[src/rtl/lsm_addr_seq.sv]
// Load/store address-generation sequencer: decodes one instruction, issues one address per beat, then writeback.
// Optional alignment abort for single transfers when LSM_ALIGN_CHECK_EN is defined.
module lsm_addr_seq #(
  parameter int AW    = 32,
  parameter int NREGS = 16,
  parameter int STEP  = 4
) (
  input  logic          CLK,
  input  logic          RST_N,
  input  logic          START,
  input  logic [31:0]   OPCODE,
  input  logic [AW-1:0] BASE,
  input  logic [AW-1:0] OFFSET,
  input  logic          READY,
  output logic [AW-1:0] ADDR,
  output logic          ADDR_VALID,
  output logic [3:0]    REG_IDX,
  output logic          LAST,
  output logic          WB_EN,
  output logic [AW-1:0] WB_DATA,
  output logic          BUSY,
  output logic          DONE,
  output logic          ALIGN_ERR
);

  typedef enum logic [1:0] {IDLE, XFER, WB} state_t;

  state_t           state_q, state_d;
  logic [AW-1:0]    addr_q, addr_d;
  logic [3:0]       reg_idx_q, reg_idx_d;
  logic             last_q, last_d;
  logic [NREGS-1:0] mask_q, mask_d;
  logic             wb_pend_q, wb_pend_d;
  logic [AW-1:0]    wb_val_q, wb_val_d;

  function automatic logic [4:0] popcnt(input logic [NREGS-1:0] m);
    popcnt = '0;
    for (int i = 0; i < NREGS; i++) popcnt = popcnt + 5'(m[i]);
  endfunction

  function automatic logic [3:0] lsb_idx(input logic [NREGS-1:0] m);
    lsb_idx = '0;
    for (int i = NREGS - 1; i >= 0; i--) if (m[i]) lsb_idx = 4'(i);
  endfunction

  logic             is_single, is_half, is_block, is_branch;
  logic [NREGS-1:0] list_c, list_rest_c, mask_rest_c;
  logic [4:0]       nregs_c;
  logic [AW-1:0]    off_c, sum_c, sx_addr_c, stepn_c, blk_raw_c, blk_wb_c, addr_inc_c;
  logic             aerr_c;
  logic             unused_bits;

  assign unused_bits = ^{OPCODE[31:28], OPCODE[20:16]};

  always_comb begin
    is_single   = (OPCODE[27:26] == 2'b01);
    is_half     = (OPCODE[27:25] == 3'b000) && OPCODE[7] && OPCODE[4];
    is_block    = (OPCODE[27:25] == 3'b100);
    is_branch   = (OPCODE[27:25] == 3'b101);
    list_c      = OPCODE[NREGS-1:0];
    list_rest_c = list_c & (list_c - NREGS'(1));
    mask_rest_c = mask_q & (mask_q - NREGS'(1));
    nregs_c     = popcnt(list_c);
    stepn_c     = AW'(STEP) * AW'(nregs_c);
    if (is_half) off_c = OPCODE[22] ? AW'({OPCODE[11:8], OPCODE[3:0]}) : OFFSET;
    else         off_c = OPCODE[25] ? OFFSET : AW'(OPCODE[11:0]);
    sum_c     = OPCODE[23] ? (BASE + off_c) : (BASE - off_c);
    sx_addr_c = OPCODE[24] ? sum_c : BASE;
    // Block start address by {P,U}: DA/IA/DB/IB.
    case ({OPCODE[24], OPCODE[23]})
      2'b01:   blk_raw_c = BASE;
      2'b11:   blk_raw_c = BASE + AW'(STEP);
      2'b00:   blk_raw_c = BASE - stepn_c + AW'(STEP);
      default: blk_raw_c = BASE - stepn_c;
    endcase
    blk_wb_c   = OPCODE[23] ? (BASE + stepn_c) : (BASE - stepn_c);
    addr_inc_c = addr_q + AW'(STEP);
  end

`ifdef LSM_ALIGN_CHECK_EN
  logic aerr_q, aerr_d;
  // Word needs 4-byte alignment; halfword (H bit set) needs 2-byte; bytes are never checked.
  assign aerr_c = (is_single && !OPCODE[22] && (sx_addr_c[1:0] != 2'b00)) ||
                  (is_half && OPCODE[5] && sx_addr_c[0]);
  assign ALIGN_ERR = (state_q == WB) && aerr_q;
`else
  assign aerr_c    = 1'b0;
  assign ALIGN_ERR = 1'b0;
`endif

  always_comb begin
    state_d   = state_q;
    addr_d    = addr_q;
    reg_idx_d = reg_idx_q;
    last_d    = last_q;
    mask_d    = mask_q;
    wb_pend_d = wb_pend_q;
    wb_val_d  = wb_val_q;
`ifdef LSM_ALIGN_CHECK_EN
    aerr_d    = aerr_q;
`endif
    case (state_q)
      IDLE: begin
        if (START) begin
          state_d   = WB;
          wb_pend_d = 1'b0;
          if (is_single || is_half) begin
            if (aerr_c) begin
`ifdef LSM_ALIGN_CHECK_EN
              aerr_d = 1'b1;
`endif
            end else begin
              state_d   = XFER;
              addr_d    = sx_addr_c;
              reg_idx_d = OPCODE[15:12];
              last_d    = 1'b1;
              mask_d    = '0;
              wb_pend_d = !OPCODE[24] || OPCODE[21];
              wb_val_d  = sum_c;
            end
          end else if (is_block && (list_c != '0)) begin
            state_d   = XFER;
            addr_d    = {blk_raw_c[AW-1:2], 2'b00};
            reg_idx_d = lsb_idx(list_c);
            mask_d    = list_rest_c;
            last_d    = (nregs_c == 5'd1);
            wb_pend_d = OPCODE[21];
            wb_val_d  = blk_wb_c;
          end else if (is_branch) begin
            wb_pend_d = 1'b1;
            wb_val_d  = BASE + OFFSET;
          end
        end
      end
      XFER: begin
        if (READY) begin
          if (last_q) begin
            state_d = WB;
          end else begin
            addr_d    = {addr_inc_c[AW-1:2], 2'b00};
            reg_idx_d = lsb_idx(mask_q);
            mask_d    = mask_rest_c;
            last_d    = (mask_rest_c == '0);
          end
        end
      end
      WB: begin
        state_d   = IDLE;
        wb_pend_d = 1'b0;
`ifdef LSM_ALIGN_CHECK_EN
        aerr_d    = 1'b0;
`endif
      end
      default: state_d = IDLE;
    endcase
  end

  always_ff @(posedge CLK or negedge RST_N) begin
    if (!RST_N) begin
      state_q   <= IDLE;
      addr_q    <= '0;
      reg_idx_q <= '0;
      last_q    <= 1'b0;
      mask_q    <= '0;
      wb_pend_q <= 1'b0;
      wb_val_q  <= '0;
`ifdef LSM_ALIGN_CHECK_EN
      aerr_q    <= 1'b0;
`endif
    end else begin
      state_q   <= state_d;
      addr_q    <= addr_d;
      reg_idx_q <= reg_idx_d;
      last_q    <= last_d;
      mask_q    <= mask_d;
      wb_pend_q <= wb_pend_d;
      wb_val_q  <= wb_val_d;
`ifdef LSM_ALIGN_CHECK_EN
      aerr_q    <= aerr_d;
`endif
    end
  end

  assign ADDR       = addr_q;
  assign ADDR_VALID = (state_q == XFER);
  assign REG_IDX    = reg_idx_q;
  assign LAST       = last_q;
  assign BUSY       = (state_q != IDLE);
  assign DONE       = (state_q == WB);
  assign WB_EN      = DONE && wb_pend_q;
  assign WB_DATA    = WB_EN ? wb_val_q : '0;

endmodule

[config.mk]
export PLATFORM = sky130hd
export DESIGN_NAME = lsm_addr_seq
export DESIGN_NICKNAME = d
export VERILOG_FILES = /design/src/rtl/lsm_addr_seq.sv
export SDC_FILE = /design/constraint.sdc
export NUM_CORES = 1
export LEC_CHECK = 0
export CORE_MARGIN = 5
export CORE_UTILIZATION = 59
export CTS_CLUSTER_DIAMETER = 40
export DETAILED_ROUTE_END_ITERATION = 7
export PLACE_DENSITY = 0.84
export REMOVE_ABC_BUFFERS = 1
export SYNTH_ARGS = -nofsm -noshare
export SYNTH_HDL_FRONTEND = slang
export SYNTH_SLANG_ARGS = --single-unit
[constraint.sdc]
create_clock -name CLK -period 3 [get_ports CLK]
set_clock_uncertainty 0.05 [all_clocks]
set_input_delay 0.6 -clock CLK [delete_from_list [all_inputs] [get_ports CLK]]
set_output_delay 0.6 -clock CLK [all_outputs]
set_load 0.005 [all_outputs]
==> impl_metrics.tcl, run 1 <==
set metrics [dict create \
    root_buffer "clkbuf_16" \
    grt_start_max_net_pins 47 \
    h-tree-depth 3 \
    synth_area_mm2 0.0145 \
    ys_warn_count 0 \
    status "aborted with a tool error" \
    initial_utilization_pct 59.8 \
    clock_path_buffers 2 \
    netlist.area_leader.share_pct 15.0 \
    synth.avg_cell_area_um2 6.96 \
    die_h_um 167 \
    synthFlopType "dfrtp_1" \
    place_hpwl_um 57400 \
    lastStage "5_1_grt" \
    rows 57 \
    numCtsBuffers 9 \
    io_pins 174 \
    first_global_vias 29500 \
    synth_cell_types 93 \
    grt_pass1_wl_um 186000 \
    synth-edff-count 0 \
    die_w_um 167 \
    async_reset_ff_share_pct 100 \
    grt-ovfl-total 142 \
    synth_seq_cells 87 \
    synth_top_area_cell "dfrtp_1" \
    grt_usage_pct 84.9 \
    ys_top_cells_by_area "dfrtp_1, ha_1, o21ai_0" \
    error_line "[ERROR GRT-0116] Global routing finished with congestion. Check the congestion regions in the DRC Viewer." \
    synth_cells 2089 \
    clock-sinks 87 \
    dp_slack_ns -4.84 \
    holdBufCountCts 0 \
    portBuffers 163 \
    gp_congestion 1.14 \
    yosysSeqAreaShare_pct 15.0 \
]
## through the flow
step / instance area [µm²] / util [%] / hold WS [ns] / std cells / TNS (ns)
after floorplan: 14000 / - / 0.254 / 1959 / -216.84
after global placement: 20700 / 85.0 / 0.399 / 3051 / -229.71
after detailed placement: 20700 / 85.0 / 0.413 / 3051 / -257.20
after CTS: 22600 / 93.0 / 0.218 / 3115 / -176.22
## kinds of logic after synthesis
| kind of cell | count (synthesis) | share of synthesized area (%) |
|---|---|---|
| multiplexers | 29 | 2.07 |
| other | 1 | 0.0258 |
| AND/OR/NAND/NOR | 781 | 26.5 |
| adder cells (fa/ha/maj) | 102 | 9.47 |
| buffers and inverters | 218 | 6.26 |
| flip-flops | 87 | 15.0 |
| AO/OA/AOI/OAI | 731 | 32.3 |
| XOR/XNOR | 140 | 8.43 |
## repair_timing
action | CTS
endpoints found under the hold margin | 0
endpoints found under the setup margin | 85
gates resized for setup | 376
pin swaps | 160
buffers inserted | 51
gates cloned | 1
## Yosys cell counts, drive strengths merged (20+ instances only)
cell,n
nor2,199
nand2,198
o21ai,182
a21oi,177
clkbuf,109
xnor2,97
dfrtp,87
ha,86
inv,86
nand3,67
nor3,64
a31oi,62
and3,56
xor2,43
nor4,35
a211oi,31
o31ai,31
a21o,29
or3,26
nand2b,25
o22ai,23
mux2i,21
nor2b,21
buf,20
## metal layers
metal / track usage (%) / overflow
met1: 83.8 / 3
met2: 94.6 / 83
met5: 53.7 / 3
met4: 84.8 / 51
met3: 77.6 / 2
==> inputs of run 2 (changes only) <==
- CORE_UTILIZATION: 59 -> 40
- CTS_CLUSTER_DIAMETER: 40 -> default
- PLACE_DENSITY: 0.84 -> default
- PLACE_DENSITY_LB_ADDON: default -> 0.15
==> impl_metrics.tcl, run 2 <==
set metrics [dict create \
    status "finished, violations left" \
    violations "setup timing" \
    drc 0 \
    drt-initial-drc-count 2069 \
    synthTopCellsByCount "nor2_1, nand2_1, o21ai_0" \
    max-slew-margin-rel_pct 31.8 \
    fin_cells 3357 \
    place_inst 3250 \
    core_area_mm2 0.0357 \
    worstPathRequired_ns 3.28 \
    slowest_stage "fa_1" \
    vias 20400 \
    powerDensity_mw_per_mm2 631 \
    h-tree-depth 3 \
    drv_slew 0 \
    whs_ns 0.231 \
    worstSetupStartpointType "input port" \
    cp-end-kind "register" \
    final_common_cell "buf_4" \
    fin_crit_ns 6.45 \
    setup_ws_ns -3.45 \
    critical_path_class "input port to register" \
    grt_pass1_wl_um 115000 \
    cp_max_fo 4 \
    area_growth_pct 69.3 \
    grt_start_max_net_pins 49 \
    worstHoldPathType "input port to async pin" \
    numCtsBuffers 9 \
    r2r_start "ADDR[2]" \
    root_buffer "clkbuf_16" \
    synth.avg_cell_area_um2 6.96 \
    cts_tree "built" \
    ir_drop_v 0.000741 \
    via_per_inst 6.08 \
    rows 69 \
    synth-edff-count 0 \
    holdBufCountCts 0 \
    yosysSeqAreaShare_pct 15.0 \
    synthFlopType "dfrtp_1" \
    layout-drive-gt1-share_pct 38.5 \
    mostFrequentLayoutCells "buf_4, nand2_1, nor2_1" \
    initial_utilization_pct 40.7 \
    dieArea_mm2 0.0403 \
    io_pins 174 \
    first_global_vias 19700 \
    synth_cell_types 93 \
    grt-ovfl-total 0 \
    nNetsFinal 3090 \
    first_pass_iters 5 \
    path_clk_slew_ns 0.09 \
    setup_violations 61 \
    hold_viol_final 0 \
    routed_wl_um 76800 \
    leakage_nw 10.8 \
    wire_per_inst_um 22.9 \
    max_cap_violations 0 \
    timing.rr.end "ADDR[30]" \
    synth_cells 2089 \
    worstMarginPinSlew_ns 1.01 \
    gp_congestion 0.967 \
    clock_path_buffers 2 \
    rsz0062_at_grt "yes" \
    synth_area_mm2 0.0145 \
    synth_top_area_cell "dfrtp_1" \
    die_w_um 201 \
    grt_usage_pct 35.9 \
    clk_latency_ns 0.40 \
    portBuffers 163 \
    min_period_over_period_pct 215 \
    clock-sinks 87 \
    ys_warn_count 0 \
    rrSetupSlack_ns 0.13 \
    synth_seq_cells 87 \
    rr_worst_depth 10 \
    crit_arrival_ns 6.72 \
    num-fill-cells 2988 \
    antenna_found_initial 1 \
    die_h_um 201 \
    place_hpwl_um 58700 \
    async_reset_ff_share_pct 100 \
    yosysMostFrequentCell "nor2_1" \
    ys_top_cells_by_area "dfrtp_1, ha_1, o21ai_0" \
    ant_nets 0 \
    fmax_ghz 0.155 \
    netlist.area_leader.share_pct 15.0 \
    slowest_delay_ns 0.57 \
]
[run 2: cell counts after synthesis]
Identical to the previous run, type by type.
[run 2: final cells by class]
| class | instances | area [µm²] | share of cell area [%] |
|---|---|---|---|
| Multi-Input combinational cell | 1784 | 13400 | 54.5 |
| Timing Repair Buffer | 920 | 7800 | 31.7 |
| Sequential cell | 87 | 2180 | 8.85 |
| Tap cell | 461 | 577 | 2.34 |
| Inverter | 88 | 340 | 1.38 |
| Clock buffer | 9 | 225 | 0.915 |
| Clock inverter | 7 | 81.3 | 0.330 |
| Antenna cell | 1 | 2.50 | 0.0102 |
[run 2: repair_timing]
| item | 4_1_cts | 5_1_grt |
|---|---|---|
| resized for setup | 396 | 172 |
| setup buffers | 72 | 34 |
| pin swaps | 156 | 145 |
| gates cloned | 2 | 0 |
| endpoints found under the hold margin | 0 | 0 |
| setup endpoints to repair | 91 | 72 |
[run 2: power by group]
group          switching (W)  internal [W]  leakage [nW]
Sequential          0.000603       0.00171          1.07
Combinational        0.00590       0.00604          9.56
Clock               0.000680      0.000599         0.150
[run 2: metrics by stage]
step	utilization (%)	setup TNS (ns)	power (W)	area (µm²)	setup WS (ns)
CTS	66.0	-158.92	0.0142	23600	-3.32
global route	68.9	-177.83	0.0164	24600	-3.63
global placement	59.7	-233.76	0.0106	21300	-4.40
detailed placement	59.7	-237.81	0.0108	21300	-4.45
finish	68.9	-168.32	0.0155	24600	-3.45
floorplan	-	-216.84	0.00623	14000	-4.35
[run 2: critical path: cells and delay by family]
family	cells	cell delay, ns
AO/OA/AOI/OAI	6	0.92
buffers and inverters	8	0.64
adder cells (fa/ha/maj)	6	2.49
AND/OR/NAND/NOR	6	1.87
XOR/XNOR	1	0.22
[run 2: worst max path at each step]
stage / startpoint / endpoint / slack, ns
final: OPCODE[7] / ADDR[31] / -3.45
after detailed placement: OPCODE[0] / ADDR[24] / -4.45
after floorplan: OPCODE[0] / ADDR[23] / -4.35
after CTS: OPCODE[9] / ADDR[31] / -3.32
after global routing: OPCODE[15] / ADDR[31] / -3.63
after global placement: OPCODE[0] / ADDR[23] / -4.40
[run 2: logic make-up after synthesis]
| logic type | Yosys count | synth area share, % |
|---|---|---|
| compound gates | 731 | 32.3 |
| flops | 87 | 15.0 |
| fa+ha+maj | 102 | 9.47 |
| simple gates | 781 | 26.5 |
| mux | 29 | 2.07 |
| xor+xnor | 140 | 8.43 |
| other cells | 1 | 0.0258 |
| buf+inv | 218 | 6.26 |
[run 2: metal layers]
metal,vias up,track usage [%],routed length (µm),share of wire (%)
li1,9395,-,-,-
met1,9790,50.3,33000,43
met2,1079,55.4,33100,43
met3,142,8.50,8050,10
met4,0,10.0,2570,3.4
met5,-,0,0,0
Note: power is estimated with default switching activity, not from simulation.
==> inputs of run 3 (changes only) <==
- CORE_ASPECT_RATIO: default -> 0.9
==> impl_metrics.tcl, run 3 (synthesized netlist as in run 2, its figures left out) <==
set metrics [dict create \
    num-fill-cells 3055 \
    worstMarginPinSlew_ns 0.853 \
    die_w_um 211 \
    grt_pass1_wl_um 114000 \
    die_h_um 191 \
    timing.rr.end "ADDR[18]" \
    rrSetupSlack_ns 0.17 \
    cts_tree "built" \
    worstHoldPathType "input port to async pin" \
    cp-end-kind "register" \
    first_global_vias 19400 \
    rr_worst_depth 11 \
    first_pass_iters 5 \
    numCtsBuffers 9 \
    multi_input_area_mm2 0.0132 \
    leakage_nw 10.7 \
    portBuffers 163 \
    wire_per_inst_um 22.8 \
    io_pins 174 \
    clock_path_buffers 2 \
    root_buffer "clkbuf_16" \
    drt-initial-drc-count 2368 \
    final_common_cell "buf_4" \
    fin_crit_ns 6.52 \
    holdBufCountCts 0 \
    mostFrequentLayoutCells "buf_4, nand2_1, nor2_1" \
    place_inst 3277 \
    status "finished, violations left" \
    antenna_cells 0 \
    ir_drop_v 0.000692 \
    initial_utilization_pct 40.4 \
    hold_viol_final 0 \
    register_area_mm2 0.00218 \
    h-tree-depth 3 \
    setup_ws_ns -3.52 \
    clock-sinks 87 \
    max-slew-margin-rel_pct 42.9 \
    rows 66 \
    layout-drive-gt1-share_pct 37.8 \
    worstSetupStartpointType "input port" \
    vias 20300 \
    grt_start_max_net_pins 47 \
    dieArea_mm2 0.0403 \
    powerDensity_mw_per_mm2 621 \
    max_cap_violations 0 \
    worstPathRequired_ns 3.29 \
    clk_latency_ns 0.41 \
    violations "setup timing" \
    ant_nets 0 \
    setup_violations 61 \
    grt-ovfl-total 0 \
    r2r_start "ADDR[2]" \
    core_area_mm2 0.0360 \
    fmax_ghz 0.153 \
    path_clk_slew_ns 0.07 \
    critical_path_class "input port to register" \
    gp_congestion 0.987 \
    antenna_found_initial 0 \
    fin_cells 3378 \
    via_per_inst 6.00 \
    nNetsFinal 3097 \
    grt_usage_pct 36.5 \
    routed_wl_um 77000 \
    finalCoreUtilization_pct 67.8 \
    rsz0062_at_grt "yes" \
    place_hpwl_um 60700 \
    dp_slack_ns -4.52 \
    min_period_over_period_pct 217 \
    crit_arrival_ns 6.82 \
    cp_max_fo 6 \
    drc 0 \
    area_growth_pct 67.8 \
    drv_slew 0 \
]
-- run 3: worst max path at each step --
stage	from	to	slack [ns]	depth (start not counted)
final	OPCODE[9]	ADDR[31]	-3.52	26
after global routing	OPCODE[9]	ADDR[31]	-3.63	25
after CTS	OPCODE[9]	ADDR[31]	-3.36	25
after detailed placement	OPCODE[0]	ADDR[23]	-4.52	24
after global placement	OPCODE[0]	ADDR[23]	-4.47	24
after floorplan	OPCODE[0]	ADDR[23]	-4.35	22
-- run 3: final cells by class --
cell class | count | area share [%]
repair buffers | 927 | 32.1
clock inverters | 6 | 0.210
multi-input cells | 1784 | 54.1
inverters | 88 | 1.36
clock buffers | 10 | 0.938
well taps | 476 | 2.44
flip-flops and latches | 87 | 8.92
-- run 3: what timing repair did --
item | in CTS | in global routing
gates cloned | 0 | 1
endpoints found under the setup margin | 84 | 85
resized for setup | 365 | 160
pin swaps | 159 | 132
setup buffers | 58 | 41
-- run 3: per-stage QoR --
stage                     cell area [µm²]  hold WS (ns)  setup TNS [ns]  total power [W]
after floorplan                     14000         0.254         -216.84          0.00623
after global placement              21500         0.401         -237.25           0.0108
after detailed placement            21500         0.409         -240.36           0.0109
after CTS                           23400         0.220         -155.74           0.0138
after global routing                24400         0.258         -176.37           0.0160
final                               24400         0.204         -168.43           0.0152
-- run 3: critical path: stages --
cell,delay [ns]
buf_8,0.08
inv_4,0.03
fa_1,0.51
fa_2,0.57
fa_2,0.45
fa_2,0.58
inv_2,0.05
ha_4,0.16
a21o_1,0.19
a21oi_2,0.14
xor2_1,0.24
inv_1,0.11
ha_4,0.26
nor3_2,0.27
o21a_1,0.30
buf_6,0.14
nor4_4,0.04
buf_4,0.14
mux2_4,0.31
a2111oi_4,0.35
nand4_1,0.18
buf_6,0.17
or4_1,0.51
and4_4,0.20
a21oi_2,0.11
o31a_1,0.13
-- run 3: per-layer routing --
layer  track usage [%]  wire length [µm]
met1              54.7             35200
met2              52.6             31900
met3              7.67              7680
met4              10.2              2190
met5                 0                 0
-- run 3: power breakdown --
part           leakage [nW]  switching (W)  total, W  internal (W)
sequential             1.07       0.000621   0.00234       0.00171
clock                 0.134       0.000622   0.00120      0.000574
combinational          9.47        0.00583    0.0116       0.00580
